## src/rtl/gpioemu_mulpop.sv

```systemverilog
// gpioemu_mulpop -- bus-mapped sequential multiplier with optional ones count.
//
// Two N-bit operands (A1, A2) are written over the CPU bus. A start command
// snapshots them, and a shift-add datapath forms the 2N-bit unsigned product
// at one multiplier bit per clock. When GPIOEMU_MULPOP_POPCNT_EN is defined,
// a further 2N cycles count the ones in the product, one bit per clock.
// Each completed operation increments a CNT_W-bit counter shown on gpio_out.
//
// Optional feature macro: GPIOEMU_MULPOP_POPCNT_EN (ones-count state and
// register). With it undefined, the ones-count register reads 0.
//
// Ports
//   clk             system clock
//   n_reset         asynchronous active-low reset
//   saddress        bus address
//   srd / swr       read / write strobes (levels; each rising edge = one access)
//   sdata_in        write data
//   sdata_out       read data, registered, held until the next read
//   gpio_in         peripheral input, captured on a gpio_latch rising edge
//   gpio_latch      capture strobe for gpio_in
//   gpio_out        completed-operation counter, zero-extended
//   gpio_in_s_insp  captured gpio_in (debug)
//
// FSM states
//   state  | meaning
//   IDLE   | waiting for a start command
//   MULT   | shift-add multiply, N cycles
//   POP    | ones count over the product, 2N cycles (feature build only)
//   DONE   | one cycle: bump the op counter, then IDLE (or MULT on a new start)

module gpioemu_mulpop #(
  parameter int unsigned N       = 24,
  parameter int unsigned CNT_W   = 8,
  parameter logic [15:0] ADDR_A1 = 16'h0370,
  parameter logic [15:0] ADDR_A2 = 16'h0378,
  parameter logic [15:0] ADDR_WH = 16'h0388,
  parameter logic [15:0] ADDR_WL = 16'h0390,
  parameter logic [15:0] ADDR_L  = 16'h0398,
  parameter logic [15:0] ADDR_CS = 16'h03A0
) (
  input  logic        clk,
  input  logic        n_reset,
  input  logic [15:0] saddress,
  input  logic        srd,
  input  logic        swr,
  input  logic [31:0] sdata_in,
  output logic [31:0] sdata_out,
  input  logic [31:0] gpio_in,
  input  logic        gpio_latch,
  output logic [31:0] gpio_out,
  output logic [31:0] gpio_in_s_insp
);

  localparam int unsigned PW = 2 * N;
  localparam int unsigned SW = $clog2(PW);
  localparam int unsigned LW = $clog2(PW + 1);

  localparam logic [1:0] ST_IDLE = 2'b00;
  localparam logic [1:0] ST_BUSY = 2'b01;
  localparam logic [1:0] ST_DONE = 2'b10;

  typedef enum logic [1:0] {
    S_IDLE = 2'd0,
    S_MULT = 2'd1,
`ifdef GPIOEMU_MULPOP_POPCNT_EN
    S_POP  = 2'd2,
`endif
    S_DONE = 2'd3
  } state_t;

  state_t state_q, state_d;

  // Bus strobe edge detection
  logic srd_q, swr_q, latch_q;
  logic rd_edge, wr_edge, rd_en, latch_edge;
  logic start_req;

  // Registers
  logic [N-1:0]     a1_q, a2_q;
  logic [PW-1:0]    a1_sh_q;
  logic [N-1:0]     a2_sh_q;
  logic [PW-1:0]    prod_q;
  logic [SW-1:0]    step_q;
  logic [1:0]       status_q;
  logic [CNT_W-1:0] cnt_q;
  logic [31:0]      sdata_out_q;
  logic [31:0]      gpio_in_s_q;
`ifdef GPIOEMU_MULPOP_POPCNT_EN
  logic [LW-1:0]    pop_q;
`endif

  // FSM outputs
  logic load_op, mult_step, pop_step, done_pulse, busy, enter_done, last_step;

  logic [63:0] prod_ext;
  logic [31:0] rd_data;
  logic        unused_sdata;

  assign rd_edge    = srd & ~srd_q;
  assign wr_edge    = swr & ~swr_q;
  // A write rising together with a read wins; the read is dropped.
  assign rd_en      = rd_edge & ~wr_edge;
  assign latch_edge = gpio_latch & ~latch_q;
  assign start_req  = wr_edge && (saddress == ADDR_CS) && sdata_in[0];
  assign last_step  = (step_q == '0);

  // Upper write-data bits beyond the operand width are intentionally ignored.
  assign unused_sdata = ^sdata_in;

  // ---------------------------------------------------------------- FSM
  always_ff @(posedge clk or negedge n_reset) begin
    if (!n_reset) begin
      state_q <= S_IDLE;
    end else begin
      state_q <= state_d;
    end
  end

  always_comb begin
    state_d = state_q;
    case (state_q)
      S_IDLE: begin
        if (start_req) state_d = S_MULT;
      end
      S_MULT: begin
        if (last_step) begin
`ifdef GPIOEMU_MULPOP_POPCNT_EN
          state_d = S_POP;
`else
          state_d = S_DONE;
`endif
        end
      end
`ifdef GPIOEMU_MULPOP_POPCNT_EN
      S_POP: begin
        if (last_step) state_d = S_DONE;
      end
`endif
      // DONE is not busy, so a start arriving here is honoured directly.
      S_DONE: begin
        state_d = start_req ? S_MULT : S_IDLE;
      end
      default: state_d = S_IDLE;
    endcase
  end

  always_comb begin
    load_op    = 1'b0;
    mult_step  = 1'b0;
    pop_step   = 1'b0;
    done_pulse = 1'b0;
    busy       = 1'b0;
    enter_done = 1'b0;
    case (state_q)
      S_IDLE: load_op = start_req;
      S_MULT: begin
        mult_step = 1'b1;
        busy      = 1'b1;
`ifndef GPIOEMU_MULPOP_POPCNT_EN
        enter_done = last_step;
`endif
      end
`ifdef GPIOEMU_MULPOP_POPCNT_EN
      S_POP: begin
        pop_step   = 1'b1;
        busy       = 1'b1;
        enter_done = last_step;
      end
`endif
      S_DONE: begin
        done_pulse = 1'b1;
        load_op    = start_req;
      end
      default: ;
    endcase
  end

  // ---------------------------------------------------------------- strobes
  always_ff @(posedge clk or negedge n_reset) begin
    if (!n_reset) begin
      srd_q   <= 1'b0;
      swr_q   <= 1'b0;
      latch_q <= 1'b0;
    end else begin
      srd_q   <= srd;
      swr_q   <= swr;
      latch_q <= gpio_latch;
    end
  end

  // ---------------------------------------------------------------- operand regs
  always_ff @(posedge clk or negedge n_reset) begin
    if (!n_reset) begin
      a1_q <= '0;
      a2_q <= '0;
    end else if (wr_edge) begin
      if (saddress == ADDR_A1) a1_q <= sdata_in[N-1:0];
      if (saddress == ADDR_A2) a2_q <= sdata_in[N-1:0];
    end
  end

  // ---------------------------------------------------------------- datapath
  // The multiplicand shifts left and the multiplier shifts right, so step i
  // always tests a2_sh_q[0] and adds a1 << i. step_q is a down-counter whose
  // terminal count ends each phase.
  always_ff @(posedge clk or negedge n_reset) begin
    if (!n_reset) begin
      a1_sh_q <= '0;
      a2_sh_q <= '0;
      prod_q  <= '0;
      step_q  <= '0;
`ifdef GPIOEMU_MULPOP_POPCNT_EN
      pop_q   <= '0;
`endif
    end else if (load_op) begin
      a1_sh_q <= PW'(a1_q);
      a2_sh_q <= a2_q;
      prod_q  <= '0;
      step_q  <= SW'(N - 1);
`ifdef GPIOEMU_MULPOP_POPCNT_EN
      pop_q   <= '0;
`endif
    end else if (mult_step) begin
      if (a2_sh_q[0]) prod_q <= prod_q + a1_sh_q;
      a1_sh_q <= a1_sh_q << 1;
      a2_sh_q <= a2_sh_q >> 1;
`ifdef GPIOEMU_MULPOP_POPCNT_EN
      // Reload for the ones-count sweep over all product bits.
      step_q  <= last_step ? SW'(PW - 1) : step_q - 1'b1;
`else
      step_q  <= step_q - 1'b1;
`endif
`ifdef GPIOEMU_MULPOP_POPCNT_EN
    end else if (pop_step) begin
      pop_q  <= pop_q + LW'(prod_q[step_q]);
      step_q <= step_q - 1'b1;
`endif
    end
  end

  // ---------------------------------------------------------------- status / counter
  always_ff @(posedge clk or negedge n_reset) begin
    if (!n_reset) begin
      status_q <= ST_IDLE;
      cnt_q    <= '0;
    end else begin
      if (load_op)    status_q <= ST_BUSY;
      if (enter_done) status_q <= ST_DONE;
      if (done_pulse) cnt_q    <= cnt_q + 1'b1;
    end
  end

  // ---------------------------------------------------------------- read path
  assign prod_ext = 64'(prod_q);

  // Result registers are masked while an operation is in flight so the CPU
  // never sees a partial product or partial count.
  always_comb begin
    rd_data = '0;
    if (saddress == ADDR_CS) begin
      rd_data = {30'b0, status_q};
    end else if (!busy) begin
      if (saddress == ADDR_WL) begin
        rd_data = prod_ext[31:0];
      end else if (saddress == ADDR_WH) begin
        rd_data = prod_ext[63:32];
      end else if (saddress == ADDR_L) begin
`ifdef GPIOEMU_MULPOP_POPCNT_EN
        rd_data = 32'(pop_q);
`else
        rd_data = '0;
`endif
      end
    end
  end

  always_ff @(posedge clk or negedge n_reset) begin
    if (!n_reset) begin
      sdata_out_q <= '0;
    end else if (rd_en) begin
      sdata_out_q <= rd_data;
    end
  end

  // ---------------------------------------------------------------- gpio capture
  always_ff @(posedge clk or negedge n_reset) begin
    if (!n_reset) begin
      gpio_in_s_q <= '0;
    end else if (latch_edge) begin
      gpio_in_s_q <= gpio_in;
    end
  end

  assign sdata_out      = sdata_out_q;
  assign gpio_out       = 32'(cnt_q);
  assign gpio_in_s_insp = gpio_in_s_q;

endmodule

```

## config.mk

```make
export PLATFORM = sky130hd
export DESIGN_NAME = gpioemu_mulpop
export DESIGN_NICKNAME = d
export VERILOG_FILES = /design/src/rtl/gpioemu_mulpop.sv
export SDC_FILE = /design/constraint.sdc
export NUM_CORES = 1
export LEC_CHECK = 0
export CORE_ASPECT_RATIO = 0.5
export CORE_MARGIN = 4
export CORE_UTILIZATION = 50
export CTS_CLUSTER_SIZE = 40
export DETAILED_ROUTE_END_ITERATION = 12
export PLACE_DENSITY = 0.8
export SLEW_MARGIN = 40
export SYNTH_ARGS = -nofsm -noshare
export SYNTH_HDL_FRONTEND = slang
export SYNTH_SLANG_ARGS = --single-unit
```

## constraint.sdc

```tcl
create_clock -name clk -period 8.7 [get_ports clk]
set_input_delay 1.305 -clock clk [delete_from_list [all_inputs] [get_ports clk]]
set_output_delay 1.305 -clock clk [all_outputs]
set_load 0.005 [all_outputs]
```

# Word-level counts from Yosys, hierarchy flattened
# Index checks and enable logic that the tools add are counted.
# W data, S select, Z words.
[totals]
reg_bits = 253
out_inout_bits = 96
input_bits = 85
[classes]
n_reduce_logical = 12
bitwise = 8
add_sub_neg = 3
eq_ne = 9
mux = 23
[op_table]
columns = ["cell", "n"]
rows = [
  ["$mux W48", 5],
  ["$mux W32", 3],
  ["$eq A16 B10 Y1 const B", 5],
  ["$add A48 B48 Y48", 1],
  ["$mux W24", 2],
  ["$mux W16", 1],
  ["$mux W6", 2],
  ["$add A8 B1 Y8 const B", 1],
  ["$mux W2", 4],
  ["$reduce_and A2 Y1", 4],
  ["$logic_not A6 Y1", 1],
  ["$pmux W2 S3", 1],
  ["$reduce_bool A2 Y1", 3],
  ["$sub A6 B1 Y6 const B", 1],
  ["$mux W1", 5],
  ["$and A1 B1 Y1", 4],
  ["$ne A2 B2 Y1 const B", 2],
  ["$not A1 Y1", 4],
  ["$eq A2 B1 Y1 const B", 1],
  ["$eq A2 B2 Y1 const B", 1],
  ["$logic_and A1 B1 Y1", 2],
  ["$logic_not A2 Y1", 1],
  ["$reduce_or A2 Y1", 1],
]

# Depth between registers and ports, before layout
# Gate-level depths: netlist of run 1.
[depth]
depth_word = 7
mapped_depth = 13
mapped_depth_nobuf = 13

# Worst setup path after synthesis of run 1
# OpenSTA, ideal clock, no wires.
[synth_path]
path_kind = "in2reg"
start = "in saddress[13]"
end = "reg a1_q[10]"
required_time_ns = 8.575
setup_time_ns = 0.125
stages = 8
path_buffers = 2
path_slack_ns = 5.297
arrival_ns = 3.278
cell_sequence = "nor4_1 > nand4_1 > or4_1 > nor4_1 > nor2b_1 > buf_2 > buf_4 > mux2_2"
[synth_between]
elab_chain_len = 2
[synth_lines]
columns = ["element", "line_no", "text"]
rows = [
  ["start, declared", "43", "input logic [15:0] saddress,"],
  ["$eq A16 B10 Y1", "197", "if (saddress == ADDR_A1) a1_q <= sdata_in[N-1:0];"],
  ["$reduce_and A2 Y1 (no line)", "-", ""],
  ["end signal, assigned", "197", ""],
  ["end, declared", "79", "logic [N-1:0] a1_q, a2_q;"],
]
# No other way between the ends.
# A chain may end at the register's enable or synchronous reset.

# Worst setup path in the final report of run 1
[layout_path]
start = "in saddress[13]"
end = "reg prod_q[32]"
[layout_between]
elab_chain_len = 6
word_cells_on_any_way = 8
cone_classes = "eq/ne (1); mux (2); reduce/logical (5)"
[layout_lines]
columns = ["element", "line_no", "text"]
rows = [
  ["$eq A16 B10 Y1 (*)", "104", "assign start_req = wr_edge && (saddress == ADDR_CS) && sdata_in[0];"],
  ["$logic_and A1 B1 Y1 (*) (2 in a row)", "104", ""],
  ["$mux W1 (*)", "154", "case (state_q)"],
  ["$reduce_bool A2 Y1 (no line)", "-", ""],
  ["$reduce_and A2 Y1 (no line)", "-", ""],
  ["end signal, assigned", "224", "if (a2_sh_q[0]) prod_q <= prod_q + a1_sh_q;"],
  ["end, declared", "82", "logic [PW-1:0] prod_q;"],
]
# Mark *: on every way between the ends. The rest lies on a longest branch, timed or not.

==> impl_metrics.json, run 1 <==
{
  "status": "complete, no violations",
  "yosysTopAreaCell": "dfrtp_1",
  "place_congestion": 0.934,
  "period_share_pct": 45.5,
  "viasPerCell": 5.76,
  "fin_util_pct": 61.1,
  "die_y_um": 122,
  "via_count": 10076,
  "maxCapViolations": 0,
  "syn_to_final_growth_pct": 19.0,
  "irDropWorstVdd_v": 0.000180,
  "worstPathMaxFanout": 4,
  "wl_per_cell_um": 17.7,
  "die_x_um": 237,
  "cts_buffers": 24,
  "antenna_left": 0,
  "intPower_mw": 2.83,
  "clkTransAtPathRegs_ns": 0.07,
  "switchingPower_mw": 1.85,
  "seqPwrFrac_pct": 33.9,
  "clock_path_buffers": 3,
  "reg2reg_from": "a1_sh_q[0]$_DFFE_PN0P_",
  "ys_seq_area_share_pct": 48.4,
  "fin_nets": 1529,
  "hold_start": "cnt_q[7]$_DFFE_PN0P_",
  "dp_hpwl_mm": 21.2,
  "required_ns": 9.12,
  "place_ws_ns": 4.10,
  "yosys-top-cells-area": "dfrtp_1 (48%), mux2_2 (7.0%), mux2i_1 (5.4%), nand2_1 (5.1%), ha_1 (5.0%)",
  "r2r_slack_ns": 5.10,
  "drt_wl_total_mm": 31.0,
  "postCtsSetupBuffers": 0,
  "synth_top_cell_area_share_pct": 48.4,
  "grt.busiest_layer": "met2",
  "ys_ff_latch": 253,
  "hold_viol": 0,
  "fin_ws_ns": 4.74,
  "drt_drc_violations_left": 0,
  "track_usage_pct": 20.9,
  "power.density_nw_per_um2": 301,
  "criticalPathCategory": "input pin to flip-flop",
  "dr.pass1.iters": 7,
  "finClkSkew_ns": 0.0222,
  "power_leakage_nw": 6.94,
  "synth_edf_count": 0,
  "hold_path_depth": 1,
  "cts_num_sinks": 253,
  "initial_core_util_pct": 51.4,
  "cts_hold_buf": 0,
  "async_flop_share_pct": 100,
  "reg2reg_depth": 13,
  "clock_latency_ns": 0.54,
  "setup_total_negative_slack_ns": 0,
  "io_pins": 181,
  "n_antenna_cell": 0,
  "dieArea_um2": 29000,
  "grt_pass1_vias": 9952,
  "synth_warnings": 0,
  "core_um2": 25400,
  "grt_start_max_net_pins": 111,
  "drtIter0Drc": 769,
  "ys_types": 65,
  "endpoint_kind": "flip-flop",
  "gr-usage-met3_pct": 3.55,
  "fmax_ghz": 0.252,
  "drv_slew": 0,
  "synthFlopType": "dfrtp_1",
  "syn-cell-area_um2": 13100,
  "setup_viol": 0,
  "critPathLaunchType": "input pin",
  "synthTopCellsByCount": "dfrtp_1 (253), nand2_1 (176), o21ai_0 (105), a21oi_1 (91), mux2_2 (81)",
  "arrival_ns": 4.38,
  "std_cell_rows": 41,
  "htreeDepth": 1,
  "pwr-share-clk_pct": 21.8,
  "cts_tree": "yes",
  "cts-root-buf": "clkbuf_16",
  "hold_end": "cnt_q[7]$_DFFE_PN0P_",
  "drive_above_1_share_pct": 11.0,
  "yosysMostFrequentCell": "dfrtp_1",
  "fin_crit_ns": 3.96,
  "grtUsageMet2_pct": 35.2,
  "rsz0062_at_grt": "false",
  "switching_share_pct": 39.5,
  "slew_headroom_pct": 46.9,
  "min_path_type": "flip-flop to flip-flop",
  "grt-ovfl-total": 0,
  "synth_area_per_cell_um2": 10.2,
  "pwr-share-comb_pct": 44.3,
  "r2r_end": "prod_q[44]$_DFFE_PN0P_",
  "io_buffer_count": 148,
  "worstMarginPinSlew_ns": 0.796,
  "grtUsageMet1_pct": 28.9,
  "grt_pass1_wl_mm": 50.8,
  "antenna_found_initial": 0,
  "netlist_instances": 1277,
  "cts.repair.resized": 0
}
cells in the final DEF (no fill, tap or decap), types with 29 or more instances in the layout:
master,n
a21oi_1,91
clkdlybuf4s50_1,147
dfrtp_1,253
ha_1,51
mux2_2,81
mux2i_1,70
nand2_1,175
nor2_1,59
o21ai_0,105
xnor2_1,29
logic make-up after synthesis:
family,share of synthesized area (%)
AND/OR/NAND/NOR,11.9
other,0.0287
multiplexers,12.3
buffers and inverters,4.04
XOR/XNOR,3.48
adder cells (fa/ha/maj),5.13
flip-flops,48.4
AO/OA/AOI/OAI,14.7
routing by layer:
layer  wire length [um]  share of wire, %  vias up
met4                708               2.3        0
met3               1920               6.2       65
met2              14600                47      345
met1              13800                45     4945
met5                  0                 0        -
li1                   -                 -     4721
stage by stage:
| step | std cells | total power [mW] | area [um^2] | hold WS (ns) |
|---|---|---|---|---|
| global placement | 1706 | 3.53 | 14700 | 0.451 |
| CTS | 1749 | 4.66 | 15500 | 0.473 |
| floorplan | 1300 | 3.07 | 13200 | 0.444 |
| finish | 1750 | 4.68 | 15600 | 0.472 |
| detailed placement | 1708 | 3.62 | 14800 | 0.460 |
| global route | 1750 | 4.98 | 15600 | 0.483 |
critical path, cell delays in order:
cell,delay (ns)
clkdlybuf4s50_1,0.43
nor4_1,0.30
nand4_1,0.11
or4_1,0.53
nor4_1,0.40
and4_1,0.32
nor2b_1,0.57
nor3_1,0.12
a31oi_1,0.20
nand3_1,0.09
power by group through the flow:
stage	sequential (mW)	combinational, mW	clock (mW)
after floorplan	1.52	1.55	0
after global placement	1.59	1.94	0
after detailed placement	1.60	2.02	0
after CTS	1.58	2.04	1.05
final	1.58	2.07	1.02
after global routing	1.60	2.29	1.10
sequential cells by signal (all words and copies together), names as in the netlist, 6 cells and up:
signal / count
step_q: 6
gpio_in_s_insp: 32
a1_q: 24
cnt_q: 8
a1_sh_q: 48
a2_q: 24
prod_q: 48
a2_sh_q: 24
sdata_out: 32
worst max path at each step:
stage	from	endpoint	slack, ns	cells after the start
4_1_cts	saddress[8]	a1_sh_q[8]$_DFFE_PN0P_	4.66	9
5_1_grt	saddress[13]	prod_q[32]$_DFFE_PN0P_	4.59	10
6_report	saddress[13]	prod_q[32]$_DFFE_PN0P_	4.74	10
3_3_place_gp	swr	sdata_out[27]$_DFFE_PN0P_	4.16	6
2_1_floorplan	saddress[13]	a1_q[10]$_DFFE_PN0P_	5.30	8
3_5_place_dp	saddress[8]	a1_sh_q[8]$_DFFE_PN0P_	4.10	9
layout make-up:
cell class                      count  area (um^2)
Multi-Input combinational cell    935         6330
Tap cell                          344          430
Sequential cell                   253         6330
Clock buffer                       33          694
Timing Repair Buffer              162         1650
Inverter                           15         56.3
Fill cell                        2023         9890
Clock inverter                      8         57.6
Note: power is estimated with default switching activity, not from simulation.
==> run 2: changes to the inputs <==
PLACE_DENSITY = 0.83   (was 0.8)
clock period = 3.2 ns   (was 8.7 ns; I/O delays follow)
==> run 2 against run 1 <==
Against the previous run: non-clock buffer count is 49 higher; sequential share of layout area down 1.2 points; wire length is 3.6% higher; cell count rose by 2.7%; global-route usage increased by 1.0 points; clock power rose to 2.8 times the previous value; power grew to 2.8 times the previous value; highest routed layer unchanged.
==> impl_metrics.json, run 2 (synthesized netlist as in run 1, its figures left out) <==
{
  "grt-ovfl-total": 0,
  "power.density_nw_per_um2": 825,
  "topRoutingLayerUsed": "met4",
  "syn_to_final_growth_pct": 22.6,
  "track_usage_pct": 21.9,
  "std_cell_rows": 41,
  "grt_start_max_net_pins": 88,
  "met1_length_mm": 14.2,
  "drive_above_1_share_pct": 14.7,
  "cp_slowest_cell": "dfrtp_1",
  "finalInstanceArea_um2": 16000,
  "dp.cells": 1754,
  "fmax_ghz": 0.324,
  "endpoint_kind": "flip-flop",
  "slew_headroom_pct": 47.7,
  "grt_pass1_wl_mm": 53.3,
  "drtIter0Drc": 776,
  "cts-root-buf": "clkbuf_16",
  "clkTransAtPathRegs_ns": 0.07,
  "die_x_um": 237,
  "cts_tree": "yes",
  "maxCapViolations": 0,
  "drv_slew": 0,
  "place_congestion": 0.957,
  "cp-startpoint": "prod_q[3]$_DFFE_PN0P_",
  "clock_latency_ns": 0.54,
  "finClkSkew_ns": 0.0238,
  "mostFrequentLayoutCell": "dfrtp_1",
  "viasPerCell": 5.74,
  "cts_buffers": 23,
  "wl_per_cell_um": 17.9,
  "drt_drc_violations_left": 0,
  "wl_met2_mm": 15.3,
  "critPathLaunchType": "flip-flop",
  "drt_wl_total_mm": 32.1,
  "min_path_type": "input pin to flip-flop",
  "setup_viol": 0,
  "dr.pass1.iters": 5,
  "final_cells": 1798,
  "antenna_left": 0,
  "required_ns": 3.65,
  "status": "complete, no violations",
  "hold_start": "swr",
  "n_antenna_cell": 0,
  "worstPathMaxFanout": 5,
  "via_count": 10324,
  "dieArea_um2": 29000,
  "initial_core_util_pct": 51.4,
  "cts_num_sinks": 253,
  "period_share_pct": 96.5,
  "io_pins": 181,
  "arrival_ns": 3.54,
  "layout_common_cells": "dfrtp_1 (253), nand2_1 (176), clkdlybuf4s50_1 (147)",
  "fin_nets": 1577,
  "grt_pass1_vias": 10554,
  "power_leakage_nw": 7.19,
  "crit_chain": "ha_1 -> o21ai_1 -> o21ba_1 -> o211a_1 -> o21a_2 -> o41ai_4 -> a21bo_4 -> a21oi_2 -> xor2_1 -> or3_1 -> a21oi_1",
  "fin_crit_ns": 3.09,
  "io_buffer_count": 148,
  "hold_viol": 0,
  "wl_met3_mm": 1.83,
  "max_stage_delay_ns": 0.44,
  "antenna_found_initial": 0,
  "die_y_um": 122,
  "criticalPathCategory": "flip-flop to flip-flop",
  "clock_path_buffers": 3,
  "rsz0062_at_grt": "true",
  "dp_hpwl_mm": 23.2,
  "worstMarginPinSlew_ns": 0.785,
  "reg2reg_from": "prod_q[3]$_DFFE_PN0P_",
  "reg.largest.list": "a1_sh_q x48, prod_q x48",
  "htreeDepth": 1,
  "whs_ns": 0.412,
  "core_um2": 25400,
  "place_area_um2": 15100,
  "irDropWorstVdd_v": 0.000521
}
run 2: cell types whose count changed in the layout (fill, tap and decap cells not counted), sizes merged:
| cell | delta |
|---|---|
| buf | +48 |
| bufinv | +2 |
| clkbuf | -2 |
| clkinv | -3 |
| clkinvlp | +1 |
| dlygate4sd3 | +1 |
| inv | +1 |
run 2: worst max-delay path: cells and delay by family, from the launching register on:
| kind | cells | cell delay [ns] |
|---|---|---|
| XOR/XNOR | 1 | 0.18 |
| AND/OR/NAND/NOR | 1 | 0.33 |
| flip-flops | 1 | 0.44 |
| AO/OA/AOI/OAI | 8 | 1.66 |
| adder cells (fa/ha/maj) | 1 | 0.38 |
run 2: metal layers:
metal | track usage [%] | vias up
met4 | 5.87 | 0
li1 | - | 4815
met2 | 36.7 | 328
met3 | 3.48 | 65
met5 | 0 | -
met1 | 30.3 | 5116
run 2: power by group:
group	switching, mW	internal [mW]	total [mW]
combinational	3.46	2.63	6.09
clock	1.24	1.62	2.86
sequential	0.508	3.77	4.28
run 2: final timing paths:
kind,slack (ns),cells after the start,end
setup / recovery,0.11,11,prod_q[47]$_DFFE_PN0P_
hold / removal,0.41,1,swr_q$_DFF_PN0_
setup reg to reg,0.11,11,prod_q[47]$_DFFE_PN0P_
hold reg to reg,0.48,2,a2_sh_q[0]$_DFFE_PN0P_
max in group asynchronous,1.80,3,a1_q[19]$_DFFE_PN0P_
min in group asynchronous,0.52,2,a2_sh_q[7]$_DFFE_PN0P_
run 2: timing repair:
item | in CTS | in global routing
endpoints found under the hold margin | 82 | 0
setup buffers | 0 | 3
hold buffers | 1 | 0
gates resized for setup | 0 | 17
endpoints found under the setup margin | 0 | 12
run 2: area by class of cell:
class | count | area, um^2
clock buffer | 31 | 666
clock inverter | 9 | 108
fill | 1927 | 9410
inverter | 15 | 56.3
multi-input combinational | 935 | 6400
sequential | 253 | 6330
tap | 344 | 430
timing repair buffer | 211 | 2040
run 2: stage by stage:
| stage | setup TNS [ns] | setup slack, ns | power [mW] | utilization [%] |
|---|---|---|---|---|
| 6_report | 0 | 0.112 | 13.2 | 63.0 |
| 5_1_grt | -0.0319 | -0.0267 | 14.1 | 63.0 |
| 4_1_cts | 0 | 0.0296 | 13.1 | 62.6 |
| 3_5_place_dp | 0 | 0.0124 | 10.1 | 59.5 |
| 3_3_place_gp | 0 | 0.113 | 9.94 | 59.5 |
| 2_1_floorplan | 0 | 0.396 | 8.34 | - |
==> run 3: changes to the inputs <==
CORE_UTILIZATION = 45   (was 50)
PLACE_DENSITY = 0.76   (was 0.83)
==> run 3 against run 2 <==
Against the previous run: final area is 1.1% higher; sequential power about the same; clock-buffer cell count grew 3; sequential cell count did not move; sequential share of layout area fell by 0.43 points; via count shrank 1.5%; worst hold slack gained 0.013 ns; critical path type unchanged; worst setup slack gained 0.0066 ns; core utilization fell by 5.4 points.
==> impl_metrics.json, run 3 (synthesized netlist as in run 1, its figures left out) <==
{
  "reg2reg_from": "prod_q[1]$_DFFE_PN0P_",
  "grt-ovfl-total": 0,
  "clock_path_buffers": 3,
  "endpoint_kind": "flip-flop",
  "layout_common_cells": "dfrtp_1 (253), nand2_1 (176), clkdlybuf4s50_1 (147)",
  "wl_per_cell_um": 17.3,
  "min_path_type": "input pin to flip-flop",
  "track_usage_pct": 19.8,
  "drt_drc_violations_left": 0,
  "r2r_end": "prod_q[45]$_DFFE_PN0P_",
  "cts_tree": "yes",
  "fin_crit_ns": 3.08,
  "io_pins": 181,
  "status": "complete, no violations",
  "cts-root-buf": "clkbuf_16",
  "via_count": 10174,
  "cp-startpoint": "prod_q[1]$_DFFE_PN0P_",
  "irDropWorstVdd_v": 0.000481,
  "reg2reg_depth": 13,
  "fin_nets": 1588,
  "antenna_found_initial": 0,
  "drv_slew": 0,
  "critPathLaunchType": "flip-flop",
  "setup_total_negative_slack_ns": 0,
  "place_congestion": 0.926,
  "rsz0062_at_grt": "true",
  "period_share_pct": 96.3,
  "clkTransAtPathRegs_ns": 0.06,
  "grt_start_max_net_pins": 83,
  "io_buffer_count": 148,
  "criticalPathCategory": "flip-flop to flip-flop",
  "drtIter0Drc": 686,
  "grt_pass1_vias": 10273,
  "r2r_slack_ns": 0.12,
  "initial_core_util_pct": 46.5,
  "drt_wl_total_mm": 32.0,
  "reg.largest.list": "a1_sh_q x48, prod_q x48",
  "arrival_ns": 3.46,
  "slew_headroom_pct": 50.6,
  "required_ns": 3.58,
  "fmax_ghz": 0.325,
  "grt_pass1_wl_mm": 53.0,
  "dp_hpwl_mm": 23.4,
  "n_antenna_cell": 0,
  "die_x_um": 249,
  "mostFrequentLayoutCell": "dfrtp_1",
  "maxCapViolations": 0,
  "finClkSkew_ns": 0.0170,
  "clock_latency_ns": 0.54,
  "dieArea_um2": 32000,
  "final_cells": 1850,
  "dp.cells": 1801,
  "power_leakage_nw": 7.27,
  "viasPerCell": 5.50,
  "cts_num_sinks": 253,
  "std_cell_rows": 43,
  "dr.pass1.iters": 5,
  "power_mw": 13.4,
  "cts_buffers": 25,
  "antenna_left": 0,
  "critPathCapture": "prod_q[45]$_DFFE_PN0P_",
  "setup_viol": 0,
  "drive_above_1_share_pct": 15.3,
  "die_y_um": 129,
  "power.density_nw_per_um2": 826,
  "core_um2": 28100,
  "worstMarginPinSlew_ns": 0.741,
  "syn_to_final_growth_pct": 24.0,
  "worstPathMaxFanout": 5,
  "htreeDepth": 1,
  "hold_viol": 0
}
run 3: changes by cell type in the layout (fill, tap and decap cells not counted), moves of 2 or more:
cell / previous run / this run
clkbuf_1: 2 / 4
clkbuf_16: 23 / 25
buf_4: 56 / 63
a311oi_1: 0 / 2
buf_12: 6 / 8
a311oi_2: 2 / 0
run 3: worst min path at each step:
stage,start,end,slack [ns],cells past startpoint
floorplan,n_reset,a1_q[0]$_DFFE_PN0P_,0.18,0
global placement,a2_q[7]$_DFFE_PN0P_,a2_sh_q[7]$_DFFE_PN0P_,0.45,2
detailed placement,cnt_q[7]$_DFFE_PN0P_,cnt_q[7]$_DFFE_PN0P_,0.46,1
CTS,gpio_latch,latch_q$_DFF_PN0_,0.40,1
global route,gpio_latch,latch_q$_DFF_PN0_,0.41,1
finish,gpio_latch,latch_q$_DFF_PN0_,0.43,1
run 3: final cells by class:
cell class,count,area [um^2]
flip-flops and latches,253,6330
repair buffers,220,2130
clock inverters,11,120
clock buffers,34,709
inverters,15,56.3
fillers,2353,11900
well taps,382,478
multi-input cells,935,6380
run 3: power by group:
group	internal (mW)	total [mW]	leakage, nW	switching [mW]
logic	2.72	6.14	3.70	3.41
registers	3.77	4.27	3.17	0.500
clock network	1.72	2.98	0.402	1.26
run 3: per-layer routing:
metal / share of wire [%] / GRT usage [%] / vias to the layer above
li1: - / - / 4852
met1: 46 / 27.0 / 5032
met2: 47 / 33.8 / 244
met3: 5.4 / 3.64 / 46
met4: 1.6 / 3.83 / 0
met5: 0 / 0 / -
run 3: worst max-delay path, cell delays in order (launching register included):
cell      delay [ns]
dfrtp_1         0.39
buf_4           0.16
ha_1            0.30
a211oi_2        0.09
o21ba_1         0.23
o211a_1         0.24
o21a_2          0.24
o41ai_4         0.39
a21bo_4         0.24
a311oi_1        0.10
buf_4           0.15
a21oi_1         0.17
xnor2_1         0.15
a21oi_1         0.09
run 3: repair_timing:
action | 4_1_cts | 5_1_grt
pin swaps | 0 | 11
endpoints found under the setup margin | 3 | 12
buffers inserted | 0 | 3
gates resized for setup | 3 | 12
endpoints found under the hold margin | 63 | 0
hold buffers | 1 | 0
run 3: per-stage QoR:
stage | cell area (um^2) | hold WS, ns | setup slack (ns) | utilization, %
6_report | 16200 | 0.425 | 0.119 | 57.6
5_1_grt | 16200 | 0.406 | -0.0632 | 57.6
4_1_cts | 16100 | 0.401 | 0.0415 | 57.4
3_5_place_dp | 15300 | 0.463 | -0.0486 | 54.3
3_3_place_gp | 15300 | 0.450 | 0.00316 | 54.3
2_1_floorplan | 13200 | 0.184 | 0.396 | -
